File: src/rtl/multicycle_control.sv
// Multicycle MIPS control FSM: sequences shared memory, IR, A/B, ALUOut and MDR
// over 3-5 cycles per instruction, stalling on a memory-ready handshake.
module multicycle_control #(
  parameter bit USE_MEM_READY = 1'b1
) (
  input  logic       clk,
  input  logic       rst,
  input  logic [5:0] opcode,
  input  logic       mem_ready,
  output logic       IorD,
  output logic       MemRead,
  output logic       MemWrite,
  output logic       IRWrite,
  output logic       RegDst,
  output logic       MemtoReg,
  output logic       RegWrite,
  output logic       ALUSrcA,
  output logic [1:0] ALUSrcB,
  output logic [1:0] ALUOp,
  output logic [1:0] PCSource,
  output logic       PCWrite,
  output logic       Branch,
  output logic       BranchNe,
  output logic       illegal_op,
  output logic       instr_done,
  output logic [3:0] state
);

  localparam int unsigned OPW = 6;
  localparam int unsigned SW  = 4;

  localparam logic [OPW-1:0] OP_RTYPE = 6'h00;
  localparam logic [OPW-1:0] OP_J     = 6'h02;
  localparam logic [OPW-1:0] OP_BEQ   = 6'h04;
  localparam logic [OPW-1:0] OP_BNE   = 6'h05;
  localparam logic [OPW-1:0] OP_ADDI  = 6'h08;
  localparam logic [OPW-1:0] OP_ANDI  = 6'h0c;
  localparam logic [OPW-1:0] OP_LW    = 6'h23;
  localparam logic [OPW-1:0] OP_SW    = 6'h2b;

  typedef enum logic [SW-1:0] {
    S_FETCH  = 4'd0,
    S_DECODE = 4'd1,
    S_MEMADR = 4'd2,
    S_MEMRD  = 4'd3,
    S_MEMWB  = 4'd4,
    S_MEMWR  = 4'd5,
    S_EXEC   = 4'd6,
    S_RWB    = 4'd7,
    S_BRANCH = 4'd8,
    S_JUMP   = 4'd9,
    S_ADDIEX = 4'd10,
    S_ANDIEX = 4'd11,
    S_IWB    = 4'd12
  } state_t;

  state_t state_r;
  state_t state_nxt;
  logic   ready;

  // With the handshake disabled every memory access completes in one cycle.
  assign ready = USE_MEM_READY ? mem_ready : 1'b1;

  // Debug view of the state; reads 0 while reset is held.
  assign state = rst ? '0 : SW'(state_r);

  // State register.
  always_ff @(posedge clk or posedge rst) begin
    if (rst) state_r <= S_FETCH;
    else     state_r <= state_nxt;
  end

  // Next-state and datapath controls; everything is forced low during reset.
  always_comb begin
    state_nxt  = state_r;
    IorD       = 1'b0;
    MemRead    = 1'b0;
    MemWrite   = 1'b0;
    IRWrite    = 1'b0;
    RegDst     = 1'b0;
    MemtoReg   = 1'b0;
    RegWrite   = 1'b0;
    ALUSrcA    = 1'b0;
    ALUSrcB    = 2'b00;
    ALUOp      = 2'b00;
    PCSource   = 2'b00;
    PCWrite    = 1'b0;
    Branch     = 1'b0;
    BranchNe   = 1'b0;
    illegal_op = 1'b0;
    instr_done = 1'b0;

    case (state_r)
      S_FETCH: begin
        MemRead = 1'b1;
        ALUSrcB = 2'b01;
        IRWrite = ready;
        PCWrite = ready;
        if (ready) state_nxt = S_DECODE;
      end
      S_DECODE: begin
        ALUSrcB = 2'b11;
        case (opcode)
          OP_RTYPE:     state_nxt = S_EXEC;
          OP_LW, OP_SW: state_nxt = S_MEMADR;
          OP_BEQ, OP_BNE: state_nxt = S_BRANCH;
          OP_J:         state_nxt = S_JUMP;
          OP_ADDI:      state_nxt = S_ADDIEX;
          OP_ANDI:      state_nxt = S_ANDIEX;
          default: begin
            state_nxt  = S_FETCH;
            illegal_op = 1'b1;
            instr_done = 1'b1;
          end
        endcase
      end
      S_MEMADR: begin
        ALUSrcA   = 1'b1;
        ALUSrcB   = 2'b10;
        state_nxt = (opcode == OP_LW) ? S_MEMRD : S_MEMWR;
      end
      S_MEMRD: begin
        MemRead = 1'b1;
        IorD    = 1'b1;
        if (ready) state_nxt = S_MEMWB;
      end
      S_MEMWB: begin
        MemtoReg   = 1'b1;
        RegWrite   = 1'b1;
        instr_done = 1'b1;
        state_nxt  = S_FETCH;
      end
      S_MEMWR: begin
        MemWrite   = 1'b1;
        IorD       = 1'b1;
        instr_done = ready;
        if (ready) state_nxt = S_FETCH;
      end
      S_EXEC: begin
        ALUSrcA   = 1'b1;
        ALUOp     = 2'b10;
        state_nxt = S_RWB;
      end
      S_RWB: begin
        RegDst     = 1'b1;
        RegWrite   = 1'b1;
        instr_done = 1'b1;
        state_nxt  = S_FETCH;
      end
      S_BRANCH: begin
        ALUSrcA    = 1'b1;
        ALUOp      = 2'b01;
        PCSource   = 2'b01;
        Branch     = (opcode == OP_BEQ);
        BranchNe   = (opcode == OP_BNE);
        instr_done = 1'b1;
        state_nxt  = S_FETCH;
      end
      S_JUMP: begin
        PCSource   = 2'b10;
        PCWrite    = 1'b1;
        instr_done = 1'b1;
        state_nxt  = S_FETCH;
      end
      S_ADDIEX: begin
        ALUSrcA   = 1'b1;
        ALUSrcB   = 2'b10;
        ALUOp     = 2'b00;
        state_nxt = S_IWB;
      end
      S_ANDIEX: begin
        ALUSrcA   = 1'b1;
        ALUSrcB   = 2'b10;
        ALUOp     = 2'b11;
        state_nxt = S_IWB;
      end
      S_IWB: begin
        RegWrite   = 1'b1;
        instr_done = 1'b1;
        state_nxt  = S_FETCH;
      end
      default: state_nxt = S_FETCH;
    endcase

    if (rst) begin
      IorD       = 1'b0;
      MemRead    = 1'b0;
      MemWrite   = 1'b0;
      IRWrite    = 1'b0;
      RegDst     = 1'b0;
      MemtoReg   = 1'b0;
      RegWrite   = 1'b0;
      ALUSrcA    = 1'b0;
      ALUSrcB    = 2'b00;
      ALUOp      = 2'b00;
      PCSource   = 2'b00;
      PCWrite    = 1'b0;
      Branch     = 1'b0;
      BranchNe   = 1'b0;
      illegal_op = 1'b0;
      instr_done = 1'b0;
    end
  end

endmodule

File: config.mk
export PLATFORM = sky130hd
export DESIGN_NAME = multicycle_control
export DESIGN_NICKNAME = d
export VERILOG_FILES = /design/src/rtl/multicycle_control.sv
export SDC_FILE = /design/constraint.sdc
export NUM_CORES = 1
export LEC_CHECK = 0
export ABC_AREA = 0
export CAP_MARGIN = 25
export CORE_MARGIN = 2
export CORE_UTILIZATION = 31
export CTS_CLUSTER_SIZE = 12
export DETAILED_ROUTE_END_ITERATION = 7
export GPL_ROUTABILITY_DRIVEN = 0
export PLACE_DENSITY = 0.63
export SETUP_SLACK_MARGIN = 0.05
export SKIP_LAST_GASP = 1
export SLEW_MARGIN = 10
export SYNTH_ARGS = -nofsm -noshare
export SYNTH_HDL_FRONTEND = slang
export SYNTH_SLANG_ARGS = --single-unit
File: constraint.sdc
create_clock -name clk -period 1.6 [get_ports clk]
set_input_delay 0.32 -clock clk [delete_from_list [all_inputs] [get_ports clk]]
set_output_delay 0.32 -clock clk [all_outputs]
set_load 0.01 [all_outputs]
Word-level counts from Yosys, hierarchy flattened. Cells that the tools add are included.

Add/sub/neg operators: 0. Multipliers: 0. Divide/modulo/power cells: 0. $lt $le $gt $ge: 0. Eq/ne operators: 22. Shifts and indexed selects: 0. Muxes and demuxes: 40. Bitwise operators: 0. Reduce and logical (&&, ||, !) cells: 13.

Operator list (count): case mux 4 bit (7 select lines) (1); 2-to-1 mux 1 bit (25); case mux 4 bit (6 select lines) (1); == test 4 bit (second input constant) (5); == test 4 x 3 -> 1 bit (second input constant) (4); 2-to-1 mux 4 bit (4); == test 6 x 3 -> 1 bit (second input constant) (2); == test 6 x 4 -> 1 bit (second input constant) (2); == test 6 bit (second input constant) (2); case mux 2 bit (3 select lines) (2); OR reduction 2 bit (5); OR reduction 5 bit (2); == test 4 x 2 -> 1 bit (second input constant) (2); OR reduction 8 bit (1); == test 6 x 2 -> 1 bit (second input constant) (1); zero test 6 bit (1); 2-to-1 mux 2 bit (3); inequality test 2 bit (second input constant) (3); OR reduction 3 bit (2); == test 4 x 1 -> 1 bit (second input constant) (1); zero test 4 bit (1); case mux 2 bit (2 select lines) (1); 2-to-1 mux 3 bit (1); case mux 1 bit (3 select lines) (1); 2 further kinds (2).

Register bits: 4. Bits in latches: 0. RAM bits: 0. Bits in read-only memories: 0. Input port bits: 9. Output and inout bits: 23. Word-level logic and storage cells: 76. Memories: 0.

Longest topological paths before layout. Gate-level depths: netlist of run 1.

Depth in word-level cells: 5. Mapped depth: 5. Mapped depth without buffers: 4.

Worst setup path before layout of run 1. OpenSTA, ideal clock, no wires.

Path type: reg2out. Start: reg state_r[3]. End: out instr_done. Arrival: 1.415 ns. Required time: 1.280 ns. Path slack: -0.135 ns. Cell stages (with the launch flop): 5. Buffers on the path: 1. Cells stage by stage: dfrtp_1 -> buf_6 -> or4b_4 -> nand2b_1 -> o22ai_1.

Word-level cells in the longest chain between the ends: 4. Elaborated cells between the ends (all ways): 10. Those cells by class: eq/ne: 7; mux: 2; reduce/logical: 1.

Ends and longest elaborated chain: start, declared (line 57) `state_t state_r;`; start signal, assigned (line 70) `else state_r <= state_nxt;`; == test 4 bit or == test 4 x 3 -> 1 bit (tied branches) (line 93) `case (state_r)`; OR reduction 5 bit (no line); case mux 1 bit (3 select lines) * (line 93); 2-to-1 mux 1 bit * (line 185) `if (rst) begin`; end, declared (line 25) `output logic instr_done,`.

Every way passes the cells marked *; elsewhere a longest branch is shown, timed or not.

Worst setup path in the final report of run 1.
Start: reg state_r[1]. End: out instr_done.

Same word-level chain as after synthesis.

==> impl_results.md, run 1 <==
* Failing checks: negative setup slack
* Worst r2r path cells at 6
* Max FFs per register at 4
* Share of layout cells above drive strength 1 at 67.9%
* Final worst path period share at 121%
* Core Area at 1980 sq um
* Sequential-to-total area share from yosys stat at 15.1%
* Register bit total from synthesis at 4
* Gr usage total at 28.0%
* CP max FO at 3
* CP peak stage delay at 0.55 ns
* Total wire length at 3820 microns
* Root Buffer: clkbuf_4
* Reg with most FFs: state_r
* GR peak layer: met2
* Synth top area share at 15.1%
* Num Clock Sinks at 4
* FP Rows at 16
* Synth Cell Area at 662 sq um
* Internal Dissipation at 483 uW
* Worst Hold Class: input port to async pin
* IO Pins at 32
* Logic pwr share at 69.4%
* Post-synth top cells: nor2_1 (14), nand2b_1 (6), nor4_1 (6)
* Final setup viols at 21
* Layout Skew at 0.00365 ns
* Pwr Total at 795 uW
* Area growth syn-to-layout at 150%
* GRT met2 Usage at 48.5%
* Ant diodes at 0
* Die ar. at 2520 sq um
* Vias in the first global route at 1156
* Final slew viol count at 0
* Nets@finish at 198
* Largest net degree at the start of global routing at 12
* Initial antenna violation count at 0
* Status: finished with violations
* Fin cells at 214
* Worst skew pair latency at 0.24 ns
* Clock share of power at 16.1%
* Crit path required time at 1.28 ns
* Maximum VDD drop at 0.000325 V
* Worst EP arrival at 1.62 ns
* Slew HR at 78.0%
* Post-synth top flop: dfrtp_1
* DRT iter0 DRCs at 57
* Crit-path cells: or4b_4 > nand2b_4 > o22ai_4 > buf_2
* Top flop regs: state_r x4
* Tightest Pin Transition at 0.326 ns
* Drt first pass iters at 4
* DP Wirelength at 2100 microns
* IO Port Bufs at 31
* Hold WS at 0.456 ns
* DRC viols at 0
* First-pass GRT wire length at 5350 microns
* Pwr dens at 480 nW/um^2
* Fin crit period at 1.94 ns
* Crit path launch type: flop
* CTS tree: yes
* Leading area contributor after synthesis: dfrtp_1
* DP Cell Count at 192
* Mean Syn Cell Area at 6.62 sq um
* Net Sw Power at 313 uW
* DIE HEIGHT at 50.2 microns
* H-tree depth at 1
* Reg clk slew, reported paths at 0.04 ns
* Sequential power share at 14.5%
* Crit Path Category: flop to output port
* Met1 Track Usage GR at 32.8%
* Max-Cap Viols at 0
* Initial Util at 33.4%
* Hold violation count in the final report at 0
* DR vias at 1234
* RSZ-0062 raised after global routing: yes
* Crit path capture type: output port
* Total grt overflow at 0
* Routed WL per cell at 17.8 microns
* Routed vias/inst at 5.77
* Syn Nets at 109
* Fmax at 0.516 GHz
* Critical path's slowest cell: or4b_4
* Leak at 0.000795 uW
* Met3 Use GR at 5.06%
* FFs w/ async S/R, synth at 100%
* Top cells by area, synth: dfrtp_1 (15%), nor2_1 (7.9%), nand2b_1 (5.7%)
* Post-synth EDFFs at 0
* Total CTS buffers at 3
* Cells after Synth at 100
* Clock Tree Buf Depth at 2
* Unique cell type count in the Yosys netlist at 37
* Setup WS post-layout at -0.337 ns
* Die X at 50.2 microns
* Cts hold-fix bufs at 0
* Routed Antenna Nets at 0
* Yosys Warn Count at 0
* Most common cell in the netlist: nor2_1
* Sw Ratio at 39.3%
==> cell usage in the layout, fill, tap and decap left out, types with 3 or more instances in the layout <==
cell type | synthesis | routed
nand2b_1 | 6 | 3
nor3_1 | 4 | 3
nand2b_4 | 0 | 3
dfrtp_1 | 4 | 4
nand2_1 | 4 | 4
o21ai_0 | 4 | 3
clkbuf_4 | 0 | 3
buf_6 | 1 | 19
buf_4 | 0 | 47
a21oi_1 | 5 | 3
clkdlybuf4s15_2 | 0 | 4
clkdlybuf4s15_1 | 0 | 3
nor2_4 | 0 | 5
and3_1 | 5 | 4
nor2_1 | 14 | 7
buf_2 | 4 | 16
==> path summary, 6_finish.rpt <==
check,end,startpoint,slack (ns)
max,instr_done,state_r[1],-0.34
min,state_r[0],rst,0.46
max reg2reg,state_r[2],state_r[1],-0.19
min reg2reg,state_r[0],state_r[3],0.84
max in group asynchronous,state_r[3],rst,1.04
min in group clk,state_r[1],opcode[4],0.69
==> layout make-up <==
type	instances	area (sq um)
fill	102	327
clock buffer	3	22.5
multi-input combinational	81	703
tap	27	33.8
sequential	4	100
timing repair buffer	94	767
inverter	5	28.8
==> per-stage QoR <==
step | TNS (ns) | util, % | area, sq um | worst slack, ns
final | -3.81 | 83.5 | 1660 | -0.337
after global routing | -4.88 | 83.5 | 1660 | -0.380
after CTS | -3.13 | 78.0 | 1550 | -0.305
after detailed placement | -13.96 | 67.2 | 1330 | -0.858
after global placement | -12.96 | 67.2 | 1330 | -0.796
after floorplan | -0.0382 | - | 716 | -0.0227
==> power by group through the flow <==
stage	Clock (uW)	Combinational [uW]	Sequential, uW
2_1_floorplan	0	185	115
3_3_place_gp	0	394	114
3_5_place_dp	0	402	115
4_1_cts	128	467	114
5_1_grt	142	579	116
6_report	128	551	116
==> layer usage <==
layer  vias up  wire length, microns
met3        26                   327
met1       577                  1330
met2        87                  1950
met5         -                     0
li1        544                     -
met4         0                   203
==> logic make-up after synthesis <==
logic type | Yosys count | synth area share [%]
AOI/OAI and AO/OA | 23 | 22.3
xor gates and xnor gates | 2 | 2.65
buffers and inverters | 15 | 10.6
muxes | 2 | 3.02
DFF | 4 | 15.1
and+or+nand+nor | 54 | 46.3
==> what timing repair did <==
item,CTS,global route
pin swaps,12,8
setup buffers,14,5
endpoints found under the setup margin,25,25
resized for setup,135,29
==> worst max-delay path, delay by kind of cell, from the launching register on <==
kind	cells	cell delay, ns
and+or+nand+nor	2	0.74
DFF	1	0.41
buffers and inverters	1	0.15
AOI/OAI and AO/OA	1	0.09
(Power assumes the default switching activity.)
==> run 2: changes to the inputs <==
--- a/config.mk
+++ b/config.mk
@@ -15,7 +15,7 @@
 export PLACE_DENSITY = 0.63
 export SETUP_SLACK_MARGIN = 0.05
 export SKIP_LAST_GASP = 1
-export SLEW_MARGIN = 10
+export SLEW_MARGIN = 25
 export SYNTH_ARGS = -nofsm -noshare
 export SYNTH_HDL_FRONTEND = slang
 export SYNTH_SLANG_ARGS = --single-unit
==> results of run 2 <==
Same layout as run 1: the final DEF is identical, and so are final timing and power.
==> run 3: changes to the inputs <==
--- a/config.mk
+++ b/config.mk
@@ -7,6 +7,7 @@
 export LEC_CHECK = 0
 export ABC_AREA = 0
 export CAP_MARGIN = 25
+export CORE_ASPECT_RATIO = 1.5
 export CORE_MARGIN = 2
 export CORE_UTILIZATION = 31
 export CTS_CLUSTER_SIZE = 12
==> run 3 against run 2 <==
- the run still ends with negative setup slack left
- sequential power hardly changed
- sequential cell count stayed put
- via count is 1.5% higher
- fmax is 0.60% higher
- clock skew is 0.0023 ns higher
- non-clock buffer count is 5 higher
- clock-buffer cell count stayed put
- die area is 0.31% higher
==> impl_results.md, run 3 (synthesis gave the netlist of run 1 again) <==
* Layout Skew at 0.00599 ns (was 0.00365 ns)
* Max-Cap Viols at 0 (unchanged)
* Hold violation count in the final report at 0 (unchanged)
* Crit-path cells: clkdlybuf4s50_1 > mux2i_1 > o22ai_1 > a22oi_1 > o22ai_4 > buf_6 (was or4b_4 > nand2b_4 > o22ai_4 > buf_2)
* Worst r2r path cells at 5 (was 6)
* Core Area at 2030 sq um (was 1980 sq um)
* DRT iter0 DRCs at 25 (was 57)
* Reg clk slew, reported paths at 0.04 ns (about the same)
* Routed Antenna Nets at 0 (unchanged)
* Crit path capture type: output port (unchanged)
* Leak at 0.000824 uW (was 0.000795 uW)
* Max FFs per register at 4 (unchanged)
* Commonest non-fill, non-tap cell in the layout: buf_4 (unchanged)
* Critical path's slowest cell: clkdlybuf4s50_1 (was or4b_4)
* DIE HEIGHT at 60.6 microns (was 50.2 microns)
* Fin crit period at 1.93 ns (was 1.94 ns)
* Worst R2R End: state_r[2] (unchanged)
* Area growth syn-to-layout at 166% (was 150%)
* CP max FO at 4 (was 3)
* Largest net degree at the start of global routing at 9 (was 12)
* Worst Hold Class: input port to async pin (unchanged)
* Final slew viol count at 0 (unchanged)
* Ant diodes at 0 (unchanged)
* Top flop regs: state_r x4 (unchanged)
* Pwr dens at 475 nW/um^2 (was 480 nW/um^2)
* IO Port Bufs at 31 (unchanged)
* Crit path required time at 1.28 ns (about the same)
* Fin cells at 214 (unchanged)
* Failing checks: negative setup slack (unchanged)
* Worst EP arrival at 1.61 ns (was 1.62 ns)
* FF-to-FF Start: state_r[3] (was state_r[1])
* FP Rows at 20 (was 16)
* Reg2Reg Setup Slack at 0.06 ns (was -0.19 ns)
* DRC viols at 0 (unchanged)
* Die X at 41.7 microns (was 50.2 microns)
* Final setup viols at 19 (was 21)
* Reg with most FFs: state_r (unchanged)
* Nets@finish at 203 (was 198)
* Drt first pass iters at 4 (unchanged)
* Gr usage total at 27.6% (was 28.0%)
* Fmax at 0.519 GHz (was 0.516 GHz)
* Placed cell area at 1300 sq um (was 1330 sq um)
* Final Core Density at 86.8% (was 83.5%)
* First-pass GRT wire length at 5310 microns (was 5350 microns)
* Die ar. at 2530 sq um (was 2520 sq um)
* Initial Util at 32.7% (was 33.4%)
* Total grt overflow at 0 (unchanged)
* IO Pins at 32 (unchanged)
* Root Buffer: clkbuf_4 (unchanged)
* RSZ-0062 raised after global routing: yes (unchanged)
* Final Instance Area at 1760 sq um (was 1660 sq um)
* Share of layout cells above drive strength 1 at 70.8% (was 67.9%)
* Critical path launch point: mem_ready (was state_r[1])
* DR vias at 1253 (was 1234)
* Slew HR at 76.8% (was 78.0%)
* Crit Path Category: input port to output port (was flop to output port)
* DP Wirelength at 2060 microns (was 2100 microns)
* CP peak stage delay at 0.50 ns (was 0.55 ns)
* Initial antenna violation count at 0 (unchanged)
* Total CTS buffers at 3 (unchanged)
* H-tree depth at 1 (unchanged)
* Status: finished with violations (unchanged)
* Routed vias/inst at 5.86 (was 5.77)
* Maximum VDD drop at 0.000436 V (was 0.000325 V)
* Clock Tree Buf Depth at 2 (unchanged)
* Vias in the first global route at 1160 (was 1156)
* Tightest Pin Transition at 0.348 ns (was 0.326 ns)
* Worst skew pair latency at 0.23 ns (was 0.24 ns)
* DP Cell Count at 184 (was 192)
* Setup WS post-layout at -0.325 ns (was -0.337 ns)
* Setup Total Neg Slack at -2.84 ns (was -3.81 ns)
* Num Clock Sinks at 4 (unchanged)
* Routed WL per cell at 19.4 microns (was 17.8 microns)
* Crit path launch type: input port (was flop)
* CTS tree: yes (unchanged)
* Most frequent cells in the layout: buf_4 (42), buf_6 (31), buf_2 (16), nor2_1 (7), nor2_4 (6) (was buf_4 (47), buf_6 (19), buf_2 (16), nor2_1 (7), nor2_4 (5))
* DP Worst Slack at -0.873 ns (was -0.858 ns)
* Final worst path period share at 120% (was 121%)
* CP Capture Point: instr_done (unchanged)
* Total wire length at 4160 microns (was 3820 microns)
==> run 3: changes by cell type in the layout (fill, tap and decap cells not counted), moves of 2 or more <==
cell,change
clkbuf_2,+2
buf_4,-5
and3_1,-2
and3_4,+2
nor2b_4,+2
nor2b_2,-2
clkdlybuf4s15_1,-2
clkdlybuf4s15_2,-2
buf_6,+12
==> run 3: through the flow <==
step / power, uW / hold slack, ns
2_1_floorplan: 300 / 0.126
3_3_place_gp: 513 / 0.668
3_5_place_dp: 517 / 0.685
4_1_cts: 714 / 0.469
5_1_grt: 868 / 0.372
6_report: 836 / 0.362
==> run 3: layer usage <==
| metal | global-route usage (%) | part of all wire (%) | vias to the layer above | wire (microns) |
|---|---|---|---|---|
| li1 | - | - | 551 | - |
| met1 | 25.0 | 36 | 611 | 1510 |
| met2 | 56.5 | 53 | 72 | 2200 |
| met3 | 5.06 | 5.7 | 19 | 238 |
| met4 | 15.7 | 5.2 | 0 | 215 |
| met5 | 0 | 0 | - | 0 |
==> run 3: worst max-delay path, delay by kind of cell <==
| family | cells | cell delay (ns) |
|---|---|---|
| mux | 1 | 0.16 |
| compound gates | 3 | 0.49 |
| buf+inv | 2 | 0.63 |
==> run 3: what timing repair did <==
item,in CTS,in global routing
setup buffers,15,13
gates resized for setup,147,43
pin swaps,8,23
setup endpoints to repair,26,25
hold buffers,0,0
==> run 3: worst min-delay path by stage <==
stage	from	end	slack, ns
floorplan	rst	state_r[0]	0.13
global placement	state_r[3]	state_r[0]	0.67
detailed placement	state_r[3]	state_r[0]	0.68
CTS	rst	state_r[3]	0.47
global route	rst	state_r[3]	0.37
finish	rst	state_r[3]	0.36
==> run 3: final cells by class <==
cell class	count	area, sq um
Inverter	5	35.0
Timing Repair Buffer	99	838
Multi-Input combinational cell	81	736
Clock buffer	3	22.5
Sequential cell	4	100
Tap cell	22	27.5
Fill cell	108	268
==> run 3: where the power goes <==
group          switching (uW)  total [uW]  internal, uW
combinational             283         600           317
sequential               5.53         115           109
clock                    37.2         121          83.6
total                     326         836           510
